$ cat src/rtl/vector_store_serializer_if.sv
// Store-request and data-memory write handshake bundle for vector_store_serializer.
// master = requester/memory side, slave = serializer.
interface vector_store_serializer_if #(
    parameter int V  = 128,
    parameter int N  = 32,
    parameter int AW = 32
);
    localparam int LANES = V / N;

    logic             st_valid;
    logic             st_ready;
    logic [V-1:0]     st_vdata;
    logic [AW-1:0]    st_base_addr;
    logic [LANES-1:0] st_lane_mask;
    logic             mem_we;
    logic [AW-1:0]    mem_addr;
    logic [N-1:0]     mem_wd;
    logic             mem_ack;
    logic             busy;
    logic             done;

    modport master (
        output st_valid, st_vdata, st_base_addr, st_lane_mask, mem_ack,
        input  st_ready, mem_we, mem_addr, mem_wd, busy, done
    );

    modport slave (
        input  st_valid, st_vdata, st_base_addr, st_lane_mask, mem_ack,
        output st_ready, mem_we, mem_addr, mem_wd, busy, done
    );
endinterface

$ cat src/rtl/vector_store_serializer.sv
// Writes one V-bit vector to data memory as LANES consecutive N-bit words, lane 0 first.
// Define VSTORE_LANE_MASK_EN to honour st_lane_mask (disabled lanes skipped in zero cycles).
module vector_store_serializer #(
    parameter int V  = 128,
    parameter int N  = 32,
    parameter int AW = 32
) (
    input logic clk,
    input logic rst,
    vector_store_serializer_if.slave bus
);
    localparam int LANES = V / N;
    localparam int LW    = (LANES > 1) ? $clog2(LANES) : 1;

    typedef enum logic [1:0] {IDLE, WRITE, DONE} state_t;

    state_t        state;
    logic [LW-1:0] lane;
    logic [V-1:0]  vdata;
    logic [AW-1:0] base;

    logic          first_hit;
    logic [LW-1:0] first_lane;
    logic          next_hit;
    logic [LW-1:0] next_lane;

    function automatic logic [AW-1:0] offset(input logic [LW-1:0] l);
        offset = AW'(l) << 2;
    endfunction

`ifdef VSTORE_LANE_MASK_EN
    logic [LANES-1:0] mask;

    // Descending scan leaves the lowest qualifying index in the result.
    always_comb begin
        first_hit  = 1'b0;
        first_lane = '0;
        next_hit   = 1'b0;
        next_lane  = '0;
        for (int i = LANES - 1; i >= 0; i--) begin
            if (bus.st_lane_mask[i]) begin
                first_hit  = 1'b1;
                first_lane = LW'(i);
            end
            if (mask[i] && i > int'(lane)) begin
                next_hit  = 1'b1;
                next_lane = LW'(i);
            end
        end
    end
`else
    logic unused_mask;
    assign unused_mask = ^bus.st_lane_mask;

    always_comb begin
        first_hit  = 1'b1;
        first_lane = '0;
        next_hit   = (int'(lane) != LANES - 1);
        next_lane  = LW'(int'(lane) + 1);
    end
`endif

    always_ff @(posedge clk) begin
        if (rst) begin
            state        <= IDLE;
            lane         <= '0;
            vdata        <= '0;
            base         <= '0;
`ifdef VSTORE_LANE_MASK_EN
            mask         <= '0;
`endif
            bus.mem_we   <= 1'b0;
            bus.mem_addr <= '0;
            bus.mem_wd   <= '0;
            bus.busy     <= 1'b0;
            bus.done     <= 1'b0;
            bus.st_ready <= 1'b1;
        end else begin
            unique case (state)
                IDLE: begin
                    bus.done <= 1'b0;
                    if (bus.st_valid) begin
                        vdata        <= bus.st_vdata;
                        base         <= bus.st_base_addr;
`ifdef VSTORE_LANE_MASK_EN
                        mask         <= bus.st_lane_mask;
`endif
                        bus.busy     <= 1'b1;
                        bus.st_ready <= 1'b0;
                        if (first_hit) begin
                            state        <= WRITE;
                            lane         <= first_lane;
                            bus.mem_we   <= 1'b1;
                            bus.mem_addr <= bus.st_base_addr + offset(first_lane);
                            bus.mem_wd   <= bus.st_vdata[first_lane*N +: N];
                        end else begin
                            state    <= DONE;
                            bus.done <= 1'b1;
                        end
                    end
                end
                WRITE: begin
                    // Address/data only move on ack, so they stay put through stalls.
                    if (bus.mem_ack) begin
                        if (next_hit) begin
                            lane         <= next_lane;
                            bus.mem_addr <= base + offset(next_lane);
                            bus.mem_wd   <= vdata[next_lane*N +: N];
                        end else begin
                            state      <= DONE;
                            bus.mem_we <= 1'b0;
                            bus.done   <= 1'b1;
                        end
                    end
                end
                DONE: begin
                    state        <= IDLE;
                    bus.done     <= 1'b0;
                    bus.busy     <= 1'b0;
                    bus.st_ready <= 1'b1;
                end
                default: begin
                    state        <= IDLE;
                    bus.mem_we   <= 1'b0;
                    bus.done     <= 1'b0;
                    bus.busy     <= 1'b0;
                    bus.st_ready <= 1'b1;
                end
            endcase
        end
    end
endmodule

$ cat src/flat_wrapper.sv
// flat-port wrapper written by rule: the top's interface ports become plain ports
module vector_store_serializer_flat 
#(
    parameter int V  = 128,
    parameter int N  = 32,
    parameter int AW = 32
)
  (clk, rst, bus_st_valid, bus_st_vdata, bus_st_base_addr, bus_st_lane_mask, bus_mem_ack, bus_st_ready, bus_mem_we, bus_mem_addr, bus_mem_wd, bus_busy, bus_done);
  vector_store_serializer_if #(.V(V), .N(N), .AW(AW)) bus_i ();
  input logic clk;
  input logic rst;
  input wire logic [$bits(bus_i.st_valid)-1:0] bus_st_valid;
  input wire logic [$bits(bus_i.st_vdata)-1:0] bus_st_vdata;
  input wire logic [$bits(bus_i.st_base_addr)-1:0] bus_st_base_addr;
  input wire logic [$bits(bus_i.st_lane_mask)-1:0] bus_st_lane_mask;
  input wire logic [$bits(bus_i.mem_ack)-1:0] bus_mem_ack;
  output wire logic [$bits(bus_i.st_ready)-1:0] bus_st_ready;
  output wire logic [$bits(bus_i.mem_we)-1:0] bus_mem_we;
  output wire logic [$bits(bus_i.mem_addr)-1:0] bus_mem_addr;
  output wire logic [$bits(bus_i.mem_wd)-1:0] bus_mem_wd;
  output wire logic [$bits(bus_i.busy)-1:0] bus_busy;
  output wire logic [$bits(bus_i.done)-1:0] bus_done;
  assign bus_i.st_valid = bus_st_valid;
  assign bus_i.st_vdata = bus_st_vdata;
  assign bus_i.st_base_addr = bus_st_base_addr;
  assign bus_i.st_lane_mask = bus_st_lane_mask;
  assign bus_i.mem_ack = bus_mem_ack;
  assign bus_st_ready = bus_i.st_ready;
  assign bus_mem_we = bus_i.mem_we;
  assign bus_mem_addr = bus_i.mem_addr;
  assign bus_mem_wd = bus_i.mem_wd;
  assign bus_busy = bus_i.busy;
  assign bus_done = bus_i.done;
  vector_store_serializer #(.V(V), .N(N), .AW(AW)) u_core (.clk(clk), .rst(rst), .bus(bus_i));
endmodule
$ cat config.mk
export PLATFORM = sky130hd
export DESIGN_NAME = vector_store_serializer_flat
export DESIGN_NICKNAME = d
export VERILOG_FILES = /design/src/rtl/vector_store_serializer_if.sv /design/src/rtl/vector_store_serializer.sv /design/src/flat_wrapper.sv
export SDC_FILE = /design/constraint.sdc
export NUM_CORES = 1
export LEC_CHECK = 0
export BUFFER_PORTS_ARGS = -buffer_cell sky130_fd_sc_hd__clkbuf_2
export CAP_MARGIN = 5
export CORE_MARGIN = 5
export CORE_UTILIZATION = 50
export CTS_BUF_LIST = sky130_fd_sc_hd__clkbuf_8
export DETAILED_ROUTE_END_ITERATION = 6
export PLACE_DENSITY = 0.86
export SKIP_LAST_GASP = 1
export SYNTH_ARGS = -nofsm -noshare
export SYNTH_HDL_FRONTEND = slang
export SYNTH_SLANG_ARGS = --single-unit
export TNS_END_PERCENT = 50
$ cat constraint.sdc
create_clock -name clk -period 2.9 [get_ports clk]
set_clock_uncertainty 0.2 [all_clocks]
set_input_delay 0.87 -clock clk [delete_from_list [all_inputs] [get_ports clk]]
set_output_delay 0.87 -clock clk [all_outputs]
set_load 0.01 [all_outputs]
---- Yosys cells after proc, flatten, opt, wreduce, memory -nomap -nowiden ----
Index checks and enable logic that the tools add are counted.
storage, ports and cells
  bits in registers ....................... 232
  output and inout bits ................... 68
operators by class
  $add $sub $neg .......................... 2
  equality and inequality tests ........... 7
  shifts and indexed selects .............. 1
  multiplexer cells ....................... 23
  bitwise operators ....................... 3
  reduce and logical (&&, ||, !) cells .... 9
operator list
  kind                   number
  $mux W32               6
  $pmux W32 S2           2
  $shiftx A128 B8 Y32    1
  $add A32 B4 Y32        1
  $mux W2                6
  $pmux W2 S2            2
  $reduce_and A4 Y1      2
  $ne A2 B2 Y1 const B   3
  $reduce_and A2 Y1      3
  $mux W1                4
  $ne A2 B1 Y1 const B   2
  $pmux W1 S2            2
  $not A1 Y1             3
  $pmux W1 S3            1
  $reduce_and A3 Y1      1
  $add A2 B1 Y2 const B  1
  $eq A2 B1 Y1 const B   1
  $eq A2 B2 Y1 const B   1
  $logic_not A2 Y1       1
  $reduce_bool A2 Y1     1
  $reduce_or A2 Y1       1

---- Logic depth before layout (Yosys ltp) ----
Gate-level depths: netlist (run 1).
  word-level depth ........................ 5
  depth in mapped cells ................... 10
  gate-level depth less buffers ........... 8

---- Worst setup path before layout (run 1) ----
Ideal clock, no wire load.
  kind .................................... reg2reg
  start ................................... register u_core.lane[0]
  end ..................................... register u_core.bus.mem_addr[24]
  library setup time ...................... 0.137 ns
  arrival time ............................ 2.363 ns
  data required time ...................... 2.563 ns
  slack ................................... 0.200 ns
  cell stages (with the launch flop) ...... 11
  path buffers ............................ 2
  period minus slack after synthesis ...... 2.700 ns
  cell sequence ........................... dfxtp_1 clkbuf_1 buf_1 inv_1 ha_1 fa_1 and4_1 nand4_1 nor3_1 xnor2_1 a31oi_1
between the ends
  cells in the longest elaborated chain, start to end .. 5
RTL lines
  item                      line                              RTL
  start: declaration        vector_store_serializer.sv:18     logic [LW-1:0] lane;
  start signal: assignment  vector_store_serializer.sv:92     lane <= first_lane;
  start signal: assignment  vector_store_serializer.sv:106    lane <= next_lane;
  $add A2 B1 Y2             vector_store_serializer.sv:59     next_lane = LW'(int'(lane) + 1);
  $add A32 B4 Y32           vector_store_serializer.sv:107    bus.mem_addr <= base + offset(next_lane);
  $mux W32                  vector_store_serializer.sv:105    if (next_hit) begin
  $mux W32                  vector_store_serializer.sv:104    if (bus.mem_ack) begin
  $pmux W32 S2              vector_store_serializer.sv:79     unique case (state)
  end signal: assignment    vector_store_serializer.sv:94     bus.mem_addr <= bus.st_base_addr + offset(first_lane);
  end signal: assignment    vector_store_serializer.sv:107
  end: declaration          vector_store_serializer_if.sv:29  output st_ready, mem_we, mem_addr, mem_wd, busy, done
Parallel ways exist; a longest one is shown, timed or not. The select of a mux whose other input is x is not followed.
A chain may end at the register's enable or synchronous reset.

---- Final worst setup path (run 1) ----
  start ................................... register u_core.lane[0]
  end ..................................... register u_core.bus.mem_addr[30]
Same word-level chain as after synthesis.

==> impl_metrics.json, run 1 <==
{
  "path_class": "reg2reg",
  "synth-simple-area-share": 0.200,
  "setup_ws_ns": 0.309,
  "async_reset_ff_frac": 0,
  "hold_ws_ns": 0.237,
  "reg2reg_depth": 7,
  "min_period_ns": 2.59,
  "pwr-share-comb": 0.142,
  "rsz0062_at_grt": "false",
  "power.density_nw_per_um2": 633,
  "synth_compound_area_frac": 0.183,
  "ios": 236,
  "synth_mux_area_frac": 0.0732,
  "io_buffers": 231,
  "postCtsSetupRepairBufs": 0,
  "core-area_um2": 19400,
  "routed_wl_um": 28500,
  "drtIter0Drc": 649,
  "grt_pass1_wl_um": 45200,
  "cts_tree": "yes",
  "switchingPower_uw": 2080,
  "setup_viol": 0,
  "grt_pass1_vias": 9165,
  "post_drt_wl_per_cell_um": 17.1,
  "place_ws_ns": 0.234,
  "arrival_ns": 2.80,
  "finalMaxSlewViolations": 0,
  "dieArea_um2": 22600,
  "hold_viol": 0,
  "setup_tns_ns": 0,
  "seq_power_share": 0.468,
  "fp.dieW_um": 150,
  "numCtsBuffers": 39,
  "clk_pin_slew_ns": 0.06,
  "drt-vias-per-instance": 5.57,
  "grt_antenna_before_repair": 5,
  "yosysWarningCount": 0,
  "place.gp.congestion": 0.816,
  "layout-drive-gt1-share": 0.255,
  "area_delta_synth_final_pct": 22.1,
  "synth_top_family_by_area": "simple AND/OR/NAND/NOR gates",
  "die_h_um": 150,
  "synth_fp_nets": 1354,
  "first_pass_iters": 5,
  "worstHoldStart": "u_core.bus.mem_addr[16]$_SDFFE_PP0P_",
  "design_area_um2": 12000,
  "placed_area_um2": 11200,
  "hold_buffers": 0,
  "synth_xor_area_frac": 0.0222,
  "synth_area_per_cell_um2": 8.33,
  "syn_inst": 1182,
  "cts-root-buf": "clkbuf_8",
  "synth.distinct_cells": 49,
  "final_nets": 1550,
  "holdPathEnd": "u_core.bus.mem_addr[16]$_SDFFE_PP0P_",
  "required_ns": 3.10,
  "cts.sinks": 232,
  "internal_power_uw": 5530,
  "r2r-end": "u_core.bus.mem_addr[30]$_SDFFE_PP0P_",
  "final.period_utilization": 0.894,
  "holdPathStages": 2,
  "overflow": 0,
  "worst_slew_pin_slew_ns": 0.691,
  "clock_power_share": 0.390,
  "cp-end-kind": "register",
  "post-dp-hpwl_um": 18800,
  "cts_buffer_depth": 3,
  "drv_cap": 0,
  "reg2reg_slack_ns": 0.31,
  "peakVddDrop_uv": 362,
  "postRouteAntennaNets": 0,
  "hold_path.class": "reg2reg",
  "status": "complete, no violations",
  "synth_area_um2": 9850,
  "fmax_mhz": 386,
  "synthFlopType": "dfxtp_1",
  "seq_area_frac_synth": 0.472,
  "slew_headroom": 0.540,
  "crit_fanout": 6,
  "vias": 9312,
  "cts_resized": 0,
  "swShare": 0.273,
  "leakage_uw": 0.00487,
  "clk_latency_ns": 0.53,
  "num_rows": 51,
  "ys_seq_elements": 232,
  "r2r_start": "u_core.lane[0]$_SDFFE_PP0P_",
  "grt_max_degree": 117,
  "drc": 0,
  "start_util": 0.508,
  "synth_edf_count": 0,
  "power_uw": 7610,
  "cp-start-kind": "register",
  "yosys.area_share.adder": 0.00584,
  "track_usage": 0.246,
  "h-tree-depth": 2
}
==> area by class of cell <==
| cell class | instances | area (um2) |
|---|---|---|
| Multi-Input combinational cell | 843 | 4800 |
| Inverter | 8 | 30.0 |
| Clock inverter | 20 | 143 |
| Sequential cell | 232 | 4650 |
| Timing Repair Buffer | 254 | 1410 |
| Tap cell | 265 | 332 |
| Antenna cell | 2 | 5.00 |
| Fill cell | 1717 | 7370 |
| Clock buffer | 48 | 661 |
==> power by group through the flow <==
stage | clock network, uW | registers, uW | logic (uW)
finish | 2970 | 3560 | 1080
global route | 3170 | 3590 | 1190
CTS | 3010 | 3560 | 1080
detailed placement | 0 | 3630 | 1070
global placement | 0 | 3620 | 1050
floorplan | 0 | 3620 | 626
==> metal layers <==
| metal | share of wire | vias to the layer above | wire, um | global-route usage |
|---|---|---|---|---|
| met5 | 0.0017 | - | 48 | 0 |
| met4 | 0.022 | 8 | 633 | 0.0874 |
| met3 | 0.099 | 62 | 2830 | 0.0656 |
| met2 | 0.47 | 423 | 13300 | 0.393 |
| met1 | 0.41 | 4331 | 11700 | 0.321 |
| li1 | - | 4488 | - | - |
==> cell usage after synthesis, types with 9 or more instances <==
master    instances  area, um2
nand2_1         394       1480
dfxtp_1         232       4640
a21oi_1         211       1060
clkbuf_1         81        304
o221ai_1         41        359
mux4_2           32        721
nor2_1           20       75.1
xnor2_1          17        149
o21ai_0          16       80.1
buf_2            13       65.1
nor3_1           10       50.1
nand3_1           9       45.0
nand4_1           9       56.3
==> flip-flops by register name, summed over array words and instances (netlist names) <==
signal               flops
u_core.state             2
u_core.vdata           128
u_core.lane              2
u_core.bus.st_ready      1
u_core.base             32
u_core.bus.mem_we        1
u_core.bus.busy          1
u_core.bus.mem_addr     32
u_core.bus.mem_wd       32
u_core.bus.done          1
==> placed cells by master (no fill, tap or decap), drive strengths merged, types with 10 or more instances in the layout <==
cell type / instances
inv: 20
clkbuf: 278
nand2: 394
nor2: 20
mux4: 32
nand4: 10
o211ai: 10
nor4: 10
nor3: 10
o21ai: 20
o221ai: 41
buf: 24
a21oi: 211
dfxtp: 232
xnor2: 17
==> critical path, stage by stage (launching register included) <==
cell and delay (ns):
dfxtp_2 0.35, ha_2 0.35, fa_1 0.27, and4_1 0.30, nand4_1 0.31, nor4_1 0.44, xnor2_1 0.19, o21ai_1 0.08
==> worst max path at each step <==
stage	start	to	slack (ns)	cells past startpoint
floorplan	u_core.lane[0]$_SDFFE_PP0P_	u_core.bus.mem_addr[24]$_SDFFE_PP0P_	0.20	10
global placement	bus_st_valid	u_core.vdata[58]$_SDFFE_PP0P_	0.27	6
detailed placement	bus_st_valid	u_core.vdata[52]$_SDFFE_PP0P_	0.23	6
CTS	u_core.lane[0]$_SDFFE_PP0P_	u_core.bus.mem_wd[4]$_SDFFE_PP0P_	0.31	5
global route	u_core.lane[0]$_SDFFE_PP0P_	u_core.bus.mem_addr[30]$_SDFFE_PP0P_	0.16	7
finish	u_core.lane[0]$_SDFFE_PP0P_	u_core.bus.mem_addr[30]$_SDFFE_PP0P_	0.31	7
==> cell families after synthesis <==
logic type | after synthesis
XOR/XNOR | 25
AND/OR/NAND/NOR | 475
multiplexers | 32
adder cells (fa/ha/maj) | 4
buffers and inverters | 107
AO/OA/AOI/OAI | 307
flip-flops | 232
==> metrics by stage <==
step                       util  std cells
after floorplan               -       1182
after global placement    0.578       1602
after detailed placement  0.578       1602
after CTS                 0.620       1670
after global routing      0.620       1671
final                     0.620       1672
(Power assumes the default switching activity.)
==> run 2, diff against run 1 <==
--- a/config.mk
+++ b/config.mk
@@ -7,5 +7,5 @@
 export LEC_CHECK = 0
 export BUFFER_PORTS_ARGS = -buffer_cell sky130_fd_sc_hd__clkbuf_2
-export CAP_MARGIN = 5
+export CAP_MARGIN = 30
 export CORE_MARGIN = 5
 export CORE_UTILIZATION = 50
==> constraint.sdc (replaced) <==
create_clock -name clk -period 2.9 [get_ports clk]
set_clock_uncertainty 0.2 [all_clocks]
set_input_delay 0.725 -clock clk [delete_from_list [all_inputs] [get_ports clk]]
set_output_delay 0.725 -clock clk [all_outputs]
set_load 0.01 [all_outputs]
==> run 2 against run 1 <==
  * Sequential share of layout area is 0.056 points lower
  * Cell count stayed put
  * Utilization is 0.090 points higher
  * Die area stayed put
  * First-iteration DRC count is 6.0% higher
  * Worst hold slack worse by 0.031 ns
  * Largest power group unchanged
  * Count of clock-buffer cells in the layout is 2 higher
  * Wire length is 1.7% higher
==> impl_metrics.json, run 2 (synthesis results as in run 1) <==
{
  "grt_pass1_vias": 9289,
  "cts_buffer_depth": 3,
  "hold_viol": 0,
  "clk_latency_ns": 0.53,
  "placed_area_um2": 11200,
  "worst_slew_pin_slew_ns": 0.969,
  "h-tree-depth": 2,
  "final_nets": 1551,
  "routed_wl_um": 29000,
  "start_util": 0.508,
  "hold_path.class": "in2reg",
  "post_drt_wl_per_cell_um": 17.4,
  "dieArea_um2": 22600,
  "track_usage": 0.250,
  "cp_slowest_cell": "nor4_1",
  "ios": 236,
  "layout-drive-gt1-share": 0.258,
  "leakage_uw": 0.00487,
  "die_h_um": 150,
  "drv_cap": 0,
  "drt-vias-per-instance": 5.64,
  "seq_power_share": 0.458,
  "slew_headroom": 0.354,
  "drc": 0,
  "largest_reg_flops": 128,
  "power.density_nw_per_um2": 646,
  "grt_pass1_wl_um": 45800,
  "fmax_mhz": 385,
  "hold_buffers": 0,
  "status": "complete, no violations",
  "fp.dieW_um": 150,
  "arrival_ns": 2.81,
  "peakVddDrop_uv": 395,
  "finalMaxSlewViolations": 0,
  "place_ws_ns": 0.305,
  "required_ns": 3.11,
  "postCtsSetupRepairBufs": 0,
  "design_area_um2": 12000,
  "crit_chain": "ha_2, fa_1, and4_1, nand4_1, nor4_1, xnor2_1, o21ai_1",
  "grt_max_degree": 107,
  "post-dp-hpwl_um": 19000,
  "rsz0062_at_grt": "false",
  "io_buffers": 231,
  "pwr-share-comb": 0.138,
  "clk_pin_slew_ns": 0.06,
  "hold_ws_ns": 0.205,
  "drtIter0Drc": 688,
  "final_common_cell": "nand2_1",
  "top_register": "u_core.vdata",
  "numCtsBuffers": 39,
  "cts-root-buf": "clkbuf_8",
  "cts_tree": "yes",
  "cts.sinks": 232,
  "path_class": "reg2reg",
  "switchingPower_uw": 2120,
  "setup_tns_ns": 0,
  "min_period_ns": 2.60,
  "num_rows": 51,
  "crit_path_max_incr_delay_ns": 0.44,
  "vias": 9432,
  "postRouteAntennaNets": 0,
  "place.gp.congestion": 0.862,
  "core-area_um2": 19400,
  "crit_fanout": 6,
  "final.period_utilization": 0.897,
  "internal_power_uw": 5670,
  "grt_antenna_before_repair": 4,
  "swShare": 0.272,
  "fill_cells": 1659,
  "overflow": 0,
  "cp-start-kind": "register",
  "power_uw": 7790,
  "setup_viol": 0,
  "setup_ws_ns": 0.300,
  "cp-end-kind": "register",
  "clock_power_share": 0.404,
  "area_delta_synth_final_pct": 22.3,
  "first_pass_iters": 5,
  "final_cell_mix": "394 x nand2_1, 230 x clkbuf_2, 230 x dfxtp_1, 211 x a21oi_1, 50 x clkbuf_8",
  "cts_resized": 0
}
## run 2: cell types whose count changed in the layout (fill, tap and decap cells not counted), moves of 2 or more
cell      previous run  this run
buf_4               17        21
clkbuf_8            48        50
buf_12               6         3
inv_1               19        15
## run 2: layer usage
metal | share of wire | vias up | track usage
li1 | - | 4500 | -
met1 | 0.40 | 4395 | 0.319
met2 | 0.46 | 459 | 0.401
met3 | 0.11 | 72 | 0.0741
met4 | 0.027 | 6 | 0.0933
met5 | 0.0013 | - | 0
## run 2: final timing paths
check,start,endpoint,slack [ns],cells past startpoint
min reg2reg,u_core.bus.mem_addr[16]$_SDFFE_PP0P_,u_core.bus.mem_addr[16]$_SDFFE_PP0P_,0.24,2
max,u_core.lane[0]$_SDFFE_PP0P_,u_core.bus.mem_addr[30]$_SDFFE_PP0P_,0.30,7
min,bus_st_vdata[82],u_core.vdata[82]$_SDFFE_PP0P_,0.21,3
max reg2reg,u_core.lane[0]$_SDFFE_PP0P_,u_core.bus.mem_addr[30]$_SDFFE_PP0P_,0.30,7
## run 2: final cells by class
cell class                      count  area [um2]  share of cell area
Clock buffer                       50         688              0.0571
Multi-Input combinational cell    843        4800               0.399
Tap cell                          265         332              0.0275
Inverter                            8        30.0             0.00249
Timing Repair Buffer              255        1380               0.115
Sequential cell                   232        4650               0.386
Clock inverter                     18         165              0.0137
Antenna cell                        1        2.50            0.000208
## run 2: power by group through the flow
stage               clock (uW)  sequential (uW)  combinational, uW
global route              3340             3580               1180
global placement             0             3610               1040
detailed placement           0             3620               1070
floorplan                    0             3620                626
finish                    3150             3560               1080
CTS                       3190             3560               1080
## run 2: per-stage QoR
step	util	cells
6_report	0.621	1672
5_1_grt	0.621	1672
4_1_cts	0.621	1671
3_5_place_dp	0.577	1603
3_3_place_gp	0.577	1603
2_1_floorplan	-	1182
## run 2: worst max-delay path, delay by kind of cell (launching register included)
family / cells / cell delay, ns
XOR/XNOR: 1 / 0.20
flip-flops: 1 / 0.33
AO/OA/AOI/OAI: 1 / 0.08
adder cells (fa/ha/maj): 2 / 0.62
AND/OR/NAND/NOR: 3 / 1.06
